===== config.mk =====
export PLATFORM = sky130hd
export DESIGN_NAME = io_unit_flat
export DESIGN_NICKNAME = d
export VERILOG_FILES = /design/src/rtl/io_unit_if.sv /design/src/rtl/io_unit.sv /design/src/flat_wrapper.sv
export SDC_FILE = /design/constraint.sdc
export NUM_CORES = 1
export LEC_CHECK = 0
export ABC_AREA = 1
export CORE_MARGIN = 5
export CORE_UTILIZATION = 25
export CTS_CLUSTER_SIZE = 30
export DETAILED_ROUTE_END_ITERATION = 12
export SYNTH_ARGS = -nofsm -noshare
export SYNTH_HDL_FRONTEND = slang
export SYNTH_SLANG_ARGS = --single-unit

===== constraint.sdc =====
create_clock -name clk -period 7.88 [get_ports clk]
set_clock_uncertainty 0.05 [all_clocks]
set_input_delay 1.576 -clock clk [delete_from_list [all_inputs] [get_ports clk]]
set_output_delay 1.576 -clock clk [all_outputs]
set_load 0.01 [all_outputs]

===== src/rtl/io_unit_if.sv =====
// Bundle of CPU-side and peripheral-side signals of io_unit.
// The slave modport is the io_unit view; the master modport is the CPU/peripheral view.
interface io_unit_if #(
  parameter int WIDTH  = 8,
  parameter int NPORTS = 4
);
  localparam int IDW = $clog2(NPORTS);

  logic [WIDTH-1:0]        data_mem;
  logic [WIDTH-1:0]        data_reg;
  logic                    sel_src;
  logic                    wr;
  logic [IDW-1:0]          id_out;
  logic                    rd;
  logic [IDW-1:0]          id_in;
  logic [WIDTH-1:0]        data_in;
  logic                    data_in_vld;
  logic [NPORTS*WIDTH-1:0] in_bus;
  logic [NPORTS-1:0]       in_valid;
  logic [NPORTS-1:0]       in_ready;
  logic [NPORTS*WIDTH-1:0] out_bus;
  logic [NPORTS-1:0]       out_valid;
  logic [NPORTS-1:0]       out_ack;
  logic [NPORTS-1:0]       irq_mask;
  logic                    clr_err;
  logic [NPORTS-1:0]       ovr_err;
  logic                    rd_err;
  logic                    irq;

  modport master (
    output data_mem, data_reg, sel_src, wr, id_out, rd, id_in,
    output in_bus, in_valid, out_ack, irq_mask, clr_err,
    input  data_in, data_in_vld, in_ready, out_bus, out_valid,
    input  ovr_err, rd_err, irq
  );

  modport slave (
    input  data_mem, data_reg, sel_src, wr, id_out, rd, id_in,
    input  in_bus, in_valid, out_ack, irq_mask, clr_err,
    output data_in, data_in_vld, in_ready, out_bus, out_valid,
    output ovr_err, rd_err, irq
  );
endinterface


===== src/rtl/io_unit.sv =====
// Parametrised CPU I/O unit: NPORTS output registers and NPORTS input holding
// registers with valid/ready handshakes, sticky overrun/read errors and a level irq.
module io_unit #(
  parameter int WIDTH  = 8,
  parameter int NPORTS = 4
) (
  input logic      clk,
  input logic      reset,
  io_unit_if.slave bus
);
  localparam int IDW = $clog2(NPORTS);

  logic [WIDTH-1:0]        wdata;
  logic [NPORTS*WIDTH-1:0] out_q;
  logic [NPORTS-1:0]       out_vld_q;
  logic [WIDTH-1:0]        hold_q [NPORTS];
  logic [NPORTS-1:0]       in_full_q;
  logic [NPORTS-1:0]       ovr_q;
  logic                    rd_err_q;

  assign wdata = bus.sel_src ? bus.data_reg : bus.data_mem;

  // Error clears are issued first so that a same-cycle error event, assigned later, wins.
  always_ff @(posedge clk or posedge reset) begin
    if (reset) begin
      out_q     <= '0;
      out_vld_q <= '0;
      in_full_q <= '0;
      ovr_q     <= '0;
      rd_err_q  <= 1'b0;
      for (int i = 0; i < NPORTS; i++) hold_q[i] <= '0;
    end else begin
      if (bus.clr_err) begin
        ovr_q    <= '0;
        rd_err_q <= 1'b0;
      end
      for (int i = 0; i < NPORTS; i++) begin
        if (bus.wr && bus.id_out == IDW'(i)) begin
          out_q[i*WIDTH +: WIDTH] <= wdata;
          out_vld_q[i]            <= 1'b1;
          if (out_vld_q[i] && !bus.out_ack[i]) ovr_q[i] <= 1'b1;
        end else if (bus.out_ack[i]) begin
          out_vld_q[i] <= 1'b0;
        end
        // A full port only drains; it cannot accept an offer in the same cycle.
        if (in_full_q[i]) begin
          if (bus.rd && bus.id_in == IDW'(i)) in_full_q[i] <= 1'b0;
        end else if (bus.in_valid[i]) begin
          hold_q[i]    <= bus.in_bus[i*WIDTH +: WIDTH];
          in_full_q[i] <= 1'b1;
        end
      end
      if (bus.rd && !in_full_q[bus.id_in]) rd_err_q <= 1'b1;
    end
  end

  assign bus.out_bus     = out_q;
  assign bus.out_valid   = out_vld_q;
  assign bus.data_in     = hold_q[bus.id_in];
  assign bus.data_in_vld = in_full_q[bus.id_in];
  assign bus.in_ready    = ~in_full_q;
  assign bus.ovr_err     = ovr_q;
  assign bus.rd_err      = rd_err_q;
  assign bus.irq         = |(in_full_q & bus.irq_mask);
endmodule


===== src/flat_wrapper.sv =====
// flat-port wrapper written by rule: the top's interface ports become plain ports
module io_unit_flat 
#(
  parameter int WIDTH  = 8,
  parameter int NPORTS = 4
)
  (clk, reset, bus_data_mem, bus_data_reg, bus_sel_src, bus_wr, bus_id_out, bus_rd, bus_id_in, bus_in_bus, bus_in_valid, bus_out_ack, bus_irq_mask, bus_clr_err, bus_data_in, bus_data_in_vld, bus_in_ready, bus_out_bus, bus_out_valid, bus_ovr_err, bus_rd_err, bus_irq);
  io_unit_if #(.WIDTH(WIDTH), .NPORTS(NPORTS)) bus_i ();
  input logic clk;
  input logic reset;
  input wire logic [$bits(bus_i.data_mem)-1:0] bus_data_mem;
  input wire logic [$bits(bus_i.data_reg)-1:0] bus_data_reg;
  input wire logic [$bits(bus_i.sel_src)-1:0] bus_sel_src;
  input wire logic [$bits(bus_i.wr)-1:0] bus_wr;
  input wire logic [$bits(bus_i.id_out)-1:0] bus_id_out;
  input wire logic [$bits(bus_i.rd)-1:0] bus_rd;
  input wire logic [$bits(bus_i.id_in)-1:0] bus_id_in;
  input wire logic [$bits(bus_i.in_bus)-1:0] bus_in_bus;
  input wire logic [$bits(bus_i.in_valid)-1:0] bus_in_valid;
  input wire logic [$bits(bus_i.out_ack)-1:0] bus_out_ack;
  input wire logic [$bits(bus_i.irq_mask)-1:0] bus_irq_mask;
  input wire logic [$bits(bus_i.clr_err)-1:0] bus_clr_err;
  output wire logic [$bits(bus_i.data_in)-1:0] bus_data_in;
  output wire logic [$bits(bus_i.data_in_vld)-1:0] bus_data_in_vld;
  output wire logic [$bits(bus_i.in_ready)-1:0] bus_in_ready;
  output wire logic [$bits(bus_i.out_bus)-1:0] bus_out_bus;
  output wire logic [$bits(bus_i.out_valid)-1:0] bus_out_valid;
  output wire logic [$bits(bus_i.ovr_err)-1:0] bus_ovr_err;
  output wire logic [$bits(bus_i.rd_err)-1:0] bus_rd_err;
  output wire logic [$bits(bus_i.irq)-1:0] bus_irq;
  assign bus_i.data_mem = bus_data_mem;
  assign bus_i.data_reg = bus_data_reg;
  assign bus_i.sel_src = bus_sel_src;
  assign bus_i.wr = bus_wr;
  assign bus_i.id_out = bus_id_out;
  assign bus_i.rd = bus_rd;
  assign bus_i.id_in = bus_id_in;
  assign bus_i.in_bus = bus_in_bus;
  assign bus_i.in_valid = bus_in_valid;
  assign bus_i.out_ack = bus_out_ack;
  assign bus_i.irq_mask = bus_irq_mask;
  assign bus_i.clr_err = bus_clr_err;
  assign bus_data_in = bus_i.data_in;
  assign bus_data_in_vld = bus_i.data_in_vld;
  assign bus_in_ready = bus_i.in_ready;
  assign bus_out_bus = bus_i.out_bus;
  assign bus_out_valid = bus_i.out_valid;
  assign bus_ovr_err = bus_i.ovr_err;
  assign bus_rd_err = bus_i.rd_err;
  assign bus_irq = bus_i.irq;
  io_unit #(.WIDTH(WIDTH), .NPORTS(NPORTS)) u_core (.clk(clk), .reset(reset), .bus(bus_i));
endmodule

Word level (Yosys, flattened, before mapping)
Index checks and enable logic that the tools add are counted.
{"block": "word_totals", "ff_bits": 77, "input_bits": 70, "out_inout_bits": 55, "word_cells": 97}
{"block": "op_classes", "magnitude_cmp": 2, "n_eq_ne": 6, "mux": 37, "bitwise_logic": 7, "n_reduce_logical": 30}
{"operator": "$mux W1", "count": 31}
{"operator": "$mux W8", "count": 3}
{"operator": "$bmux W8 S2", "count": 1}
{"operator": "$logic_and A1 B1 Y1", "count": 13}
{"operator": "$reduce_bool A2 Y1", "count": 5}
{"operator": "$eq A2 B2 Y1 const B", "count": 4}
{"operator": "$reduce_and A2 Y1", "count": 4}
{"operator": "$logic_not A1 Y1", "count": 5}
{"operator": "$and A4 B4 Y4", "count": 1}
{"operator": "$eq A2 B1 Y1 const B", "count": 2}
{"operator": "$logic_not A2 Y1", "count": 2}
{"operator": "$mux W4", "count": 1}
{"operator": "$not A1 Y1", "count": 4}
{"operator": "$not A4 Y4", "count": 1}
{"operator": "$reduce_or A4 Y1", "count": 1}
{"operator": "$ge A3 B3 Y1 const B", "count": 1}
{"operator": "$lt A2 B3 Y1 const B", "count": 1}
{"operator": "$not A2 Y3", "count": 1}
{"operator": "$bmux W1 S2", "count": 1}

Depth between registers and ports, before layout
Gate-level depths: netlist (run 1).
{"block": "logic_depth", "depth_word": 5, "mapped_depth": 7, "depth_no_buf": 6}

Worst setup path before layout (run 1)
No wires, ideal clock.
{"block": "synth_timing", "kind": "input to output", "from": "in bus_id_in[0]", "to": "out bus_data_in[1]", "t_arrival_ns": 2.218, "slack_ns": 4.036, "cell_stages": 5, "path_buffers": 1, "path_cell_list": "clkbuf_2 > inv_1 > nor2_2 > a22oi_1 > nand2_1"}
{"block": "synth_between", "elab_chain_len": 4}
{"item": "start, declared", "line": "flat_wrapper.sv:17", "rtl": "input wire logic [$bits(bus_i.id_in)-1:0] bus_id_in;"}
{"item": "$not A2 Y3 (implied by the code)", "line": "io_unit.sv:59", "rtl": "assign bus.data_in = hold_q[bus.id_in];"}
{"item": "$bmux W8 S2", "line": "io_unit.sv:59"}
{"item": "$mux W8 (implied by the code) (2 in a row)", "line": "io_unit.sv:59"}
{"item": "end, declared", "line": "flat_wrapper.sv:23", "rtl": "output wire logic [$bits(bus_i.data_in)-1:0] bus_data_in;"}
Every way passes these cells. The select of a mux whose other input is x is not followed.

Final worst setup path (run 1)
Same ends and word-level chain as after synthesis.

==> results of run 1 <==
## worst register-to-register path, cell delays in order (launching register included)
cell	delay [ns]
dfrtp_1	0.43
inv_1	0.19
nand2_1	0.25
nor2_1	0.16
a21oi_1	0.05
## stage by stage
stage	total power [mW]	hold WS (ns)	area [sq um]	cells	setup slack, ns
2_1_floorplan	0.627	0.392	3320	412	4.04
3_3_place_gp	0.797	0.412	4740	704	2.97
3_5_place_dp	0.801	0.415	4740	704	2.91
4_1_cts	1.30	0.429	5100	720	2.89
5_1_grt	1.35	0.455	5100	720	2.77
6_report	1.28	0.425	5100	720	2.88
## final cells by class
| cell class | instances | area, sq um |
|---|---|---|
| Sequential cell | 77 | 1930 |
| Clock buffer | 11 | 253 |
| Fill cell | 1332 | 8040 |
| Clock inverter | 5 | 106 |
| Tap cell | 176 | 220 |
| Multi-Input combinational cell | 296 | 1230 |
| Inverter | 30 | 113 |
| Timing Repair Buffer | 125 | 1250 |
## how the worst max path moves through the flow
stage	from	endpoint	slack, ns	depth (start not counted)
final	bus_id_in[0]	bus_data_in[1]	2.88	6
after global routing	bus_id_in[0]	bus_data_in[1]	2.77	6
after CTS	bus_id_in[0]	bus_data_in[1]	2.89	6
after detailed placement	bus_id_in[0]	bus_data_in[1]	2.91	6
after global placement	bus_id_in[0]	bus_data_in[1]	2.97	6
after floorplan	bus_id_in[0]	bus_data_in[1]	4.04	5
## layer usage
metal	vias to the layer above	global-route usage [%]	part of all wire, %
met3	23	5.63	9.5
met5	-	0	0
met1	1474	17.1	43
met2	146	21.5	44
met4	0	7.33	3.8
li1	1550	-	-
## power by group
part,internal [mW],switching (mW),leakage [nW],total (mW)
Combinational,0.141,0.129,1.40,0.270
Clock,0.327,0.163,0.172,0.490
Sequential,0.468,0.0546,0.952,0.523
## synthesized netlist by cell type, types with 2 or more instances
library cell / count / share of area, %
nand2_1: 217 / 25
dfrtp_1: 77 / 58
nand3_1: 33 / 5.0
inv_1: 26 / 2.9
nor2_1: 11 / 1.2
o21ai_0: 10 / 1.5
a21oi_1: 6 / 0.91
buf_2: 6 / 0.91
nand4_1: 6 / 1.1
a31oi_1: 4 / 0.75
a22oi_1: 3 / 0.68
inv_2: 3 / 0.34
nor2_2: 3 / 0.57
buf_4: 2 / 0.45
## cells by family after synthesis
family / Yosys count
AND/OR/NAND/NOR: 271
flip-flops: 77
buffers and inverters: 39
AO/OA/AOI/OAI: 25
## flip-flops by register name, summed over array words and instances, names as in the netlist
register	count
u_core.bus.ovr_err	4
u_core.bus.rd_err	1
u_core.bus.out_valid	4
u_core.bus.out_bus	32
u_core.hold_q	32
u_core.in_full_q	4
==> qor.yml, run 1 <==
outcome:
  status: "finished clean"
global_routing:
  antenna_found_initial: 0
  grt_pass1_wl_um: 17400
  grtUsageTotal_pct: 14.0
  overflow: 0
  grt_pass1_vias: 3254
  grt_max_degree: 78
cells_and_area:
  drive_gt1_share_pct: 4.78
  finish.utilization_pct: 38.8
  antenna-diode-count: 0
  layout_commonest_cell: "nand2_1"
  nets: 609
  layout_common_cells: "nand2_1, clkdlybuf4s50_1, dfrtp_1"
  area_growth_pct: 53.6
placement:
  gp_congestion: 0.924
  hpwl_um: 8310
  port_buffers: 124
setup_path:
  max_stage_delay_ns: 0.60
  cp.arrival_ns: 3.37
  critPathSlowestCell: "clkdlybuf4s50_1"
  cp_top_family: "buffers and inverters"
  worstPathMaxFanout: 9
  r2r_start: "u_core.in_full_q[3]"
  cp-end-kind: "output pin"
  required_ns: 6.25
  crit_type: "input pin to output pin"
  path_buf_inv: 3
  r2r_cells: 4
  cp_common_cell: "clkdlybuf4s50_1"
  worstPathCellList: "clkdlybuf4s50_1 -> inv_1 -> nor2_2 -> a22oi_1 -> nand2_1 -> clkdlybuf4s50_1"
  r2r_slack_ns: 6.63
  rr_endpoint: "u_core.hold_q[6]"
  startpoint_type: "input pin"
floorplan:
  pin_count: 125
  die_h_um: 125
  coreArea_sq_um: 13100
  die_w_um: 125
  row_count: 42
  initial_core_util_pct: 25.3
  die-area_sq_um: 15700
cts:
  ctsHoldBuffers: 0
  path_clk_slew_ns: 0.06
  insertion_delay_ns: 0.34
  clockBufferDepth: 2
  htreeDepth: 3
  numCtsBuffers: 9
  cts-root-buf: "clkbuf_16"
  clock_sinks: 77
  cts_resized: 0
  cts_tree: "yes"
  post_cts_buffers: 0
detailed_routing:
  num_vias: 3193
  antenna_left: 0
  drt-total-wl_um: 10800
  wire_per_inst_um: 15.0
  viasPerCell: 4.43
  dr.pass1.iters: 4
  drt_iter0_markers: 236
  drc_errors: 0
synthesis:
  synth_edf_count: 0
  synth_fa_ha_area_share_pct: 0
  synthesis.area_sq_um: 3320
  syn_inst: 412
  synth_compound_area_share_pct: 4.26
  yosysWarnings: 0
  synth_ff_type: "dfrtp_1"
  syn_nets: 482
  syn_avg_cell_area_sq_um: 8.05
  synthArstFlopShare_pct: 100
  synth_top_family_by_area: "simple AND/OR/NAND/NOR gates"
  synthXorXnorAreaFrac_pct: 0
  ys_ff_latch: 77
  synth_mux_area_share_pct: 0
  yosys.area_share.simple_pct: 32.8
  ys_seq_area_share_pct: 58.1
  synth.distinct_cells: 19
sta:
  grt_setup_unrepaired: "false"
  fin_tns_setup_ns: 0
  relSlewSlack_pct: 33.9
  fin_crit_sh_pct: 63.5
  setup_viol: 0
  tightest_slew_ns: 0.992
  timing.final.crit_period_ns: 5.00
  fmax_mhz: 200
  final_hold_viol_count: 0
  drv_slew: 0
flow_run:
  drv_cap: 0
min_path:
  min_path_cells: 2
  hold_path_class: "flip-flop to flip-flop"
  min-delay-start: "u_core.hold_q[13]"
  whs_endpoint: "u_core.hold_q[13]"
pwr:
  power_density_nw_per_um2: 252
  max-vdd-ir-drop_uv: 75.1
  leakagePower_nw: 2.52
Power figures use the tool's default switching activity.
==> run 2: changes to the inputs <==
- clock period: 7.88 -> 4.4 ns (I/O delays scaled with it)
==> run 2 against run 1 <==
Cell count shrank 0.14%. Clock power grew 70%. Worst hold slack improved by 0.0059 ns. Clock-buffer cell count is 2 lower. Via count is 0.53% higher. Routed wire length is 0.28% higher. Critical path depth is the same. Final area down 0.17%. Sequential power grew 79%. Die area unchanged. Highest routed layer unchanged.
==> qor.yml, run 2 (synthesis gave the netlist of run 1 again) <==
outcome:
  status: "finished clean"  # unchanged
cts:
  cts-root-buf: "clkbuf_16"  # unchanged
  ctsHoldBuffers: 0  # unchanged
  cts_tree: "yes"  # unchanged
  cts_resized: 0  # unchanged
  clockBufferDepth: 2  # unchanged
  path_clk_slew_ns: 0.06  # about the same
  post_cts_buffers: 0  # unchanged
  clock_sinks: 77  # unchanged
  numCtsBuffers: 9  # unchanged
  insertion_delay_ns: 0.33  # was 0.34 ns
  htreeDepth: 3  # unchanged
setup_path:
  cp_common_cell: "clkdlybuf4s50_1"  # unchanged
  cp-end-kind: "output pin"  # unchanged
  startpoint_type: "input pin"  # unchanged
  worstPathMaxFanout: 9  # unchanged
  crit_type: "input pin to output pin"  # unchanged
  max_stage_delay_ns: 0.62  # was 0.60 ns
  required_ns: 3.47  # was 6.25 ns
  cp_top_family: "buffers and inverters"  # unchanged
  path_buf_inv: 3  # unchanged
  critPathSlowestCell: "clkdlybuf4s50_1"  # unchanged
  cp.arrival_ns: 2.69  # was 3.37 ns
  worstPathCellList: "clkdlybuf4s50_1 -> inv_1 -> nor2_2 -> a22oi_1 -> nand2_1 -> clkdlybuf4s50_1"  # unchanged
sta:
  drv_slew: 0  # unchanged
  timing.final.crit_period_ns: 3.62
  final_hold_viol_count: 0  # unchanged
  fin_tns_setup_ns: 0  # unchanged
  tightest_slew_ns: 0.823  # was 0.992 ns
  setup_viol: 0  # unchanged
  fin_crit_sh_pct: 82.2
  grt_setup_unrepaired: "false"  # unchanged
  relSlewSlack_pct: 45.1  # was 33.9%
  fmax_mhz: 276
pwr:
  max-vdd-ir-drop_uv: 179  # was 75.1 uV
  p_total_mw: 2.25  # was 1.28 mW
  leakagePower_nw: 2.52  # about the same
  power_density_nw_per_um2: 443  # was 252 nW/um^2
global_routing:
  grt_pass1_vias: 3283  # was 3254
  overflow: 0  # unchanged
  grtUsageTotal_pct: 13.6  # was 14.0%
  grt_max_degree: 41  # was 78
  antenna_found_initial: 0  # unchanged
  grt_pass1_wl_um: 17300  # was 17400 um
detailed_routing:
  drc_errors: 0  # unchanged
  viasPerCell: 4.46  # was 4.43
  wire_per_inst_um: 15.0  # about the same
  drt-total-wl_um: 10800  # about the same
  num_vias: 3210  # was 3193
  dr.pass1.iters: 5  # was 4
  antenna_left: 0  # unchanged
  drt_iter0_markers: 195  # was 236
cells_and_area:
  antenna-diode-count: 0  # unchanged
  layout_common_cells: "nand2_1, clkdlybuf4s50_1, dfrtp_1"  # unchanged
  multi_input_area_sq_um: 1230  # unchanged
  layout_commonest_cell: "nand2_1"  # unchanged
  area_growth_pct: 53.3  # was 53.6%
  nets: 609  # unchanged
  seqCellArea_sq_um: 1930  # unchanged
  final_cells: 719  # was 720
  drive_gt1_share_pct: 4.60  # was 4.78%
  fillCellCount: 1374  # was 1332
floorplan:
  pin_count: 125  # unchanged
  die_w_um: 125  # unchanged
  coreArea_sq_um: 13100  # unchanged
  row_count: 42  # unchanged
  initial_core_util_pct: 25.3  # unchanged
  die-area_sq_um: 15700  # unchanged
  die_h_um: 125  # unchanged
placement:
  placed_cells: 704  # unchanged
  gp_congestion: 0.916  # was 0.924
  hpwl_um: 8480  # was 8310 um
  port_buffers: 124  # unchanged
flow_run:
  drv_cap: 0  # unchanged
min_path:
  hold_path_class: "flip-flop to flip-flop"  # unchanged
==> run 2: changes by cell type in the layout (fill, tap and decap cells not counted), sizes merged <==
cell,before,now
clkbuf,11,9
clkinv,2,4
clkinvlp,1,0
==> run 2: power by group <==
| group | internal [mW] | switching [mW] |
|---|---|---|
| clock | 0.552 | 0.282 |
| combinational | 0.254 | 0.231 |
| sequential | 0.838 | 0.0978 |
==> run 2: tightest hold or removal path: cells and delay by family, from the launching register on <==
family / cells / cell delay (ns)
flops: 1 / 0.35
simple gates: 2 / 0.10
==> run 2: per-layer routing <==
layer | vias to the layer above | GRT usage [%] | part of all wire, %
met3 | 14 | 5.50 | 10
met2 | 145 | 22.2 | 45
met1 | 1508 | 16.7 | 42
met4 | 0 | 4.08 | 2.5
met5 | - | 0 | 0
li1 | 1543 | - | -
==> run 2: layout make-up <==
cell class,instances,area share (%)
clock buffers,9,4.43
clock inverters,6,2.21
inverters,30,2.21
multi-input cells,296,24.2
flip-flops and latches,77,37.9
well taps,176,4.33
repair buffers,125,24.8
==> run 2: stage by stage <==
stage | hold slack (ns) | setup WS, ns | utilization, % | area (sq um)
after floorplan | 0.392 | 1.50 | - | 3320
after CTS | 0.430 | 0.795 | 38.7 | 5090
after detailed placement | 0.415 | 0.804 | 36.2 | 4750
final | 0.431 | 0.782 | 38.7 | 5090
after global routing | 0.439 | 0.695 | 38.7 | 5090
after global placement | 0.412 | 0.881 | 36.2 | 4750
==> run 2: worst paths after layout <==
| check | end | from | slack (ns) | depth (start not counted) |
|---|---|---|---|---|
| max in group asynchronous | u_core.bus.out_bus[26] | reset | 2.62 | 3 |
| worst max register to register | u_core.hold_q[6] | u_core.in_full_q[3] | 3.14 | 4 |
| min in group asynchronous | u_core.bus.rd_err | reset | 0.98 | 2 |
| worst min register to register | u_core.hold_q[12] | u_core.hold_q[12] | 0.43 | 2 |
| worst min-delay path | u_core.hold_q[12] | u_core.hold_q[12] | 0.43 | 2 |
| worst max-delay path | bus_data_in[1] | bus_id_in[0] | 0.78 | 6 |
==> run 3: changes to the inputs <==
- clock period: 4.4 -> 3.8 ns (I/O delays scaled with it)
==> run 3 against run 2 <==
Non-clock buffer count did not move. Die area did not move. Sequential power rose by 16%. Sequential share of layout area fell by 0.16 points. Register-to-register slack got worse by 0.59 ns. Worst setup slack got worse by 0.34 ns. Flip-flop and latch count did not move. Clock power rose by 20%. Global-route usage rose by 0.23 points.
==> qor.yml, run 3 (synthesis gave the netlist of run 1 again) <==
cts:
  cts_resized: 0  # unchanged
  htreeDepth: 3  # unchanged
  clock_sinks: 77  # unchanged
  post_cts_buffers: 0  # unchanged
  ctsHoldBuffers: 0  # unchanged
  numCtsBuffers: 9  # unchanged
  cts_tree: "yes"  # unchanged
  path_clk_slew_ns: 0.05  # was 0.06 ns
  insertion_delay_ns: 0.32  # was 0.33 ns
  clockBufferDepth: 2  # unchanged
  cts-root-buf: "clkbuf_16"  # unchanged
cells_and_area:
  multi_input_area_sq_um: 1230  # unchanged
  area_growth_pct: 54.0  # was 53.3%
  drive_gt1_share_pct: 4.78  # was 4.60%
  layout_commonest_cell: "nand2_1"  # unchanged
  antenna-diode-count: 0  # unchanged
  fillCellCount: 1365  # was 1374
  nets: 609  # unchanged
  layout_common_cells: "nand2_1, clkdlybuf4s50_1, dfrtp_1"  # unchanged
  seqCellArea_sq_um: 1930  # unchanged
setup_path:
  worstPathMaxFanout: 9  # unchanged
  crit_path_end: "bus_data_in[1]"  # unchanged
  cp.arrival_ns: 2.54  # was 2.69 ns
  rr_endpoint: "u_core.hold_q[2]"  # was u_core.hold_q[6]
  required_ns: 2.99  # was 3.47 ns
  crit_start: "bus_id_in[0]"  # unchanged
  r2r_start: "u_core.in_full_q[3]"  # unchanged
  startpoint_type: "input pin"  # unchanged
  r2r_slack_ns: 2.55  # was 3.14 ns
  r2r_cells: 4  # unchanged
  cp-end-kind: "output pin"  # unchanged
  crit_type: "input pin to output pin"  # unchanged
placement:
  hpwl_um: 8370  # was 8480 um
  port_buffers: 124  # unchanged
  gp_congestion: 0.924  # was 0.916
  detailedPlace.worstSlack_ns: 0.462  # was 0.804 ns
flow_run:
  drv_cap: 0  # unchanged
detailed_routing:
  wire_per_inst_um: 15.0  # about the same
  drt_iter0_markers: 266  # was 195
  drt-total-wl_um: 10800  # about the same
  dr.pass1.iters: 5  # unchanged
  route.met2.wl_um: 4870  # was 4880 um
  num_vias: 3222  # was 3210
  wl_met1_um: 4520  # was 4560 um
  drc_errors: 0  # unchanged
  highest_layer: "met4"  # unchanged
  viasPerCell: 4.48  # was 4.46
  met3_length_um: 1110  # was 1100 um
  antenna_left: 0  # unchanged
pwr:
  p_total_mw: 2.65  # was 2.25 mW
  leakagePower_nw: 2.52  # about the same
  power_density_nw_per_um2: 519  # was 443 nW/um^2
  max-vdd-ir-drop_uv: 205  # was 179 uV
global_routing:
  grt_pass1_wl_um: 17600  # was 17300 um
  grtUsageTotal_pct: 13.9  # was 13.6%
  grt_pass1_vias: 3358  # was 3283
  overflow: 0  # unchanged
  grt_max_degree: 42  # was 41
  antenna_found_initial: 0  # unchanged
sta:
  holdWs_ns: 0.429  # was 0.431 ns
  setup_viol: 0  # unchanged
  fin_tns_setup_ns: 0  # unchanged
  final_hold_viol_count: 0  # unchanged
  fmax_mhz: 298
  relSlewSlack_pct: 47.1  # was 45.1%
  drv_slew: 0  # unchanged
  timing.final.crit_period_ns: 3.35
  grt_setup_unrepaired: "false"  # unchanged
  tightest_slew_ns: 0.792  # was 0.823 ns
  fin_ws_ns: 0.446  # was 0.782 ns
  fin_crit_sh_pct: 88.3
floorplan:
  row_count: 42  # unchanged
  die_h_um: 125  # unchanged
  die-area_sq_um: 15700  # unchanged
  die_w_um: 125  # unchanged
  initial_core_util_pct: 25.3  # unchanged
  pin_count: 125  # unchanged
  coreArea_sq_um: 13100  # unchanged
min_path:
  hold_path_class: "flip-flop to flip-flop"  # unchanged
outcome:
  status: "finished clean"  # unchanged
-- run 3: changes by cell type in the layout (fill, tap and decap cells not counted), sizes merged --
| cell | change |
|---|---|
| clkinvlp | +1 |
| clkbuf | +2 |
| clkinv | -2 |
-- run 3: how the worst min path moves through the flow --
stage               cells after the start              startpoint  slack, ns                endpoint
floorplan                               2       u_core.hold_q[10]       0.39       u_core.hold_q[10]
global placement                        2  u_core.bus.out_bus[24]       0.41  u_core.bus.out_bus[24]
detailed placement                      2  u_core.bus.out_bus[13]       0.41  u_core.bus.out_bus[13]
CTS                                     2       u_core.hold_q[11]       0.43       u_core.hold_q[11]
global route                            2       u_core.hold_q[11]       0.44       u_core.hold_q[11]
finish                                  2       u_core.hold_q[11]       0.43       u_core.hold_q[11]
-- run 3: final cells by class --
cell class                 instances  share of cell area, %
clock inverter                     5                   2.08
timing repair buffer             125                   24.7
multi-input combinational        296                   24.1
clock buffer                      11                   4.95
inverter                          30                   2.20
sequential                        77                   37.7
tap                              176                   4.31
-- run 3: metal layers --
metal,vias up,track usage (%)
met5,-,0
met4,0,5.23
met3,17,5.07
met2,169,22.0
met1,1493,17.4
li1,1543,-
-- run 3: stage by stage --
stage / util, % / std cells / cell area (sq um)
after floorplan: - / 412 / 3320
after global placement: 36.2 / 704 / 4750
after detailed placement: 36.2 / 704 / 4750
after CTS: 38.9 / 720 / 5110
after global routing: 38.9 / 720 / 5110
final: 38.9 / 720 / 5110
-- run 3: power by group --
part | switching (mW) | internal, mW | leakage (nW) | total [mW]
Clock | 0.324 | 0.678 | 0.172 | 1.00
Sequential | 0.114 | 0.971 | 0.952 | 1.09
Combinational | 0.267 | 0.294 | 1.40 | 0.561
Total | 0.706 | 1.94 | 2.52 | 2.65
-- run 3: worst max-delay path: stages --
cell	delay, ns
clkdlybuf4s50_1	0.60
inv_1	0.12
nor2_2	0.28
a22oi_1	0.14
nand2_1	0.10
clkdlybuf4s50_1	0.54
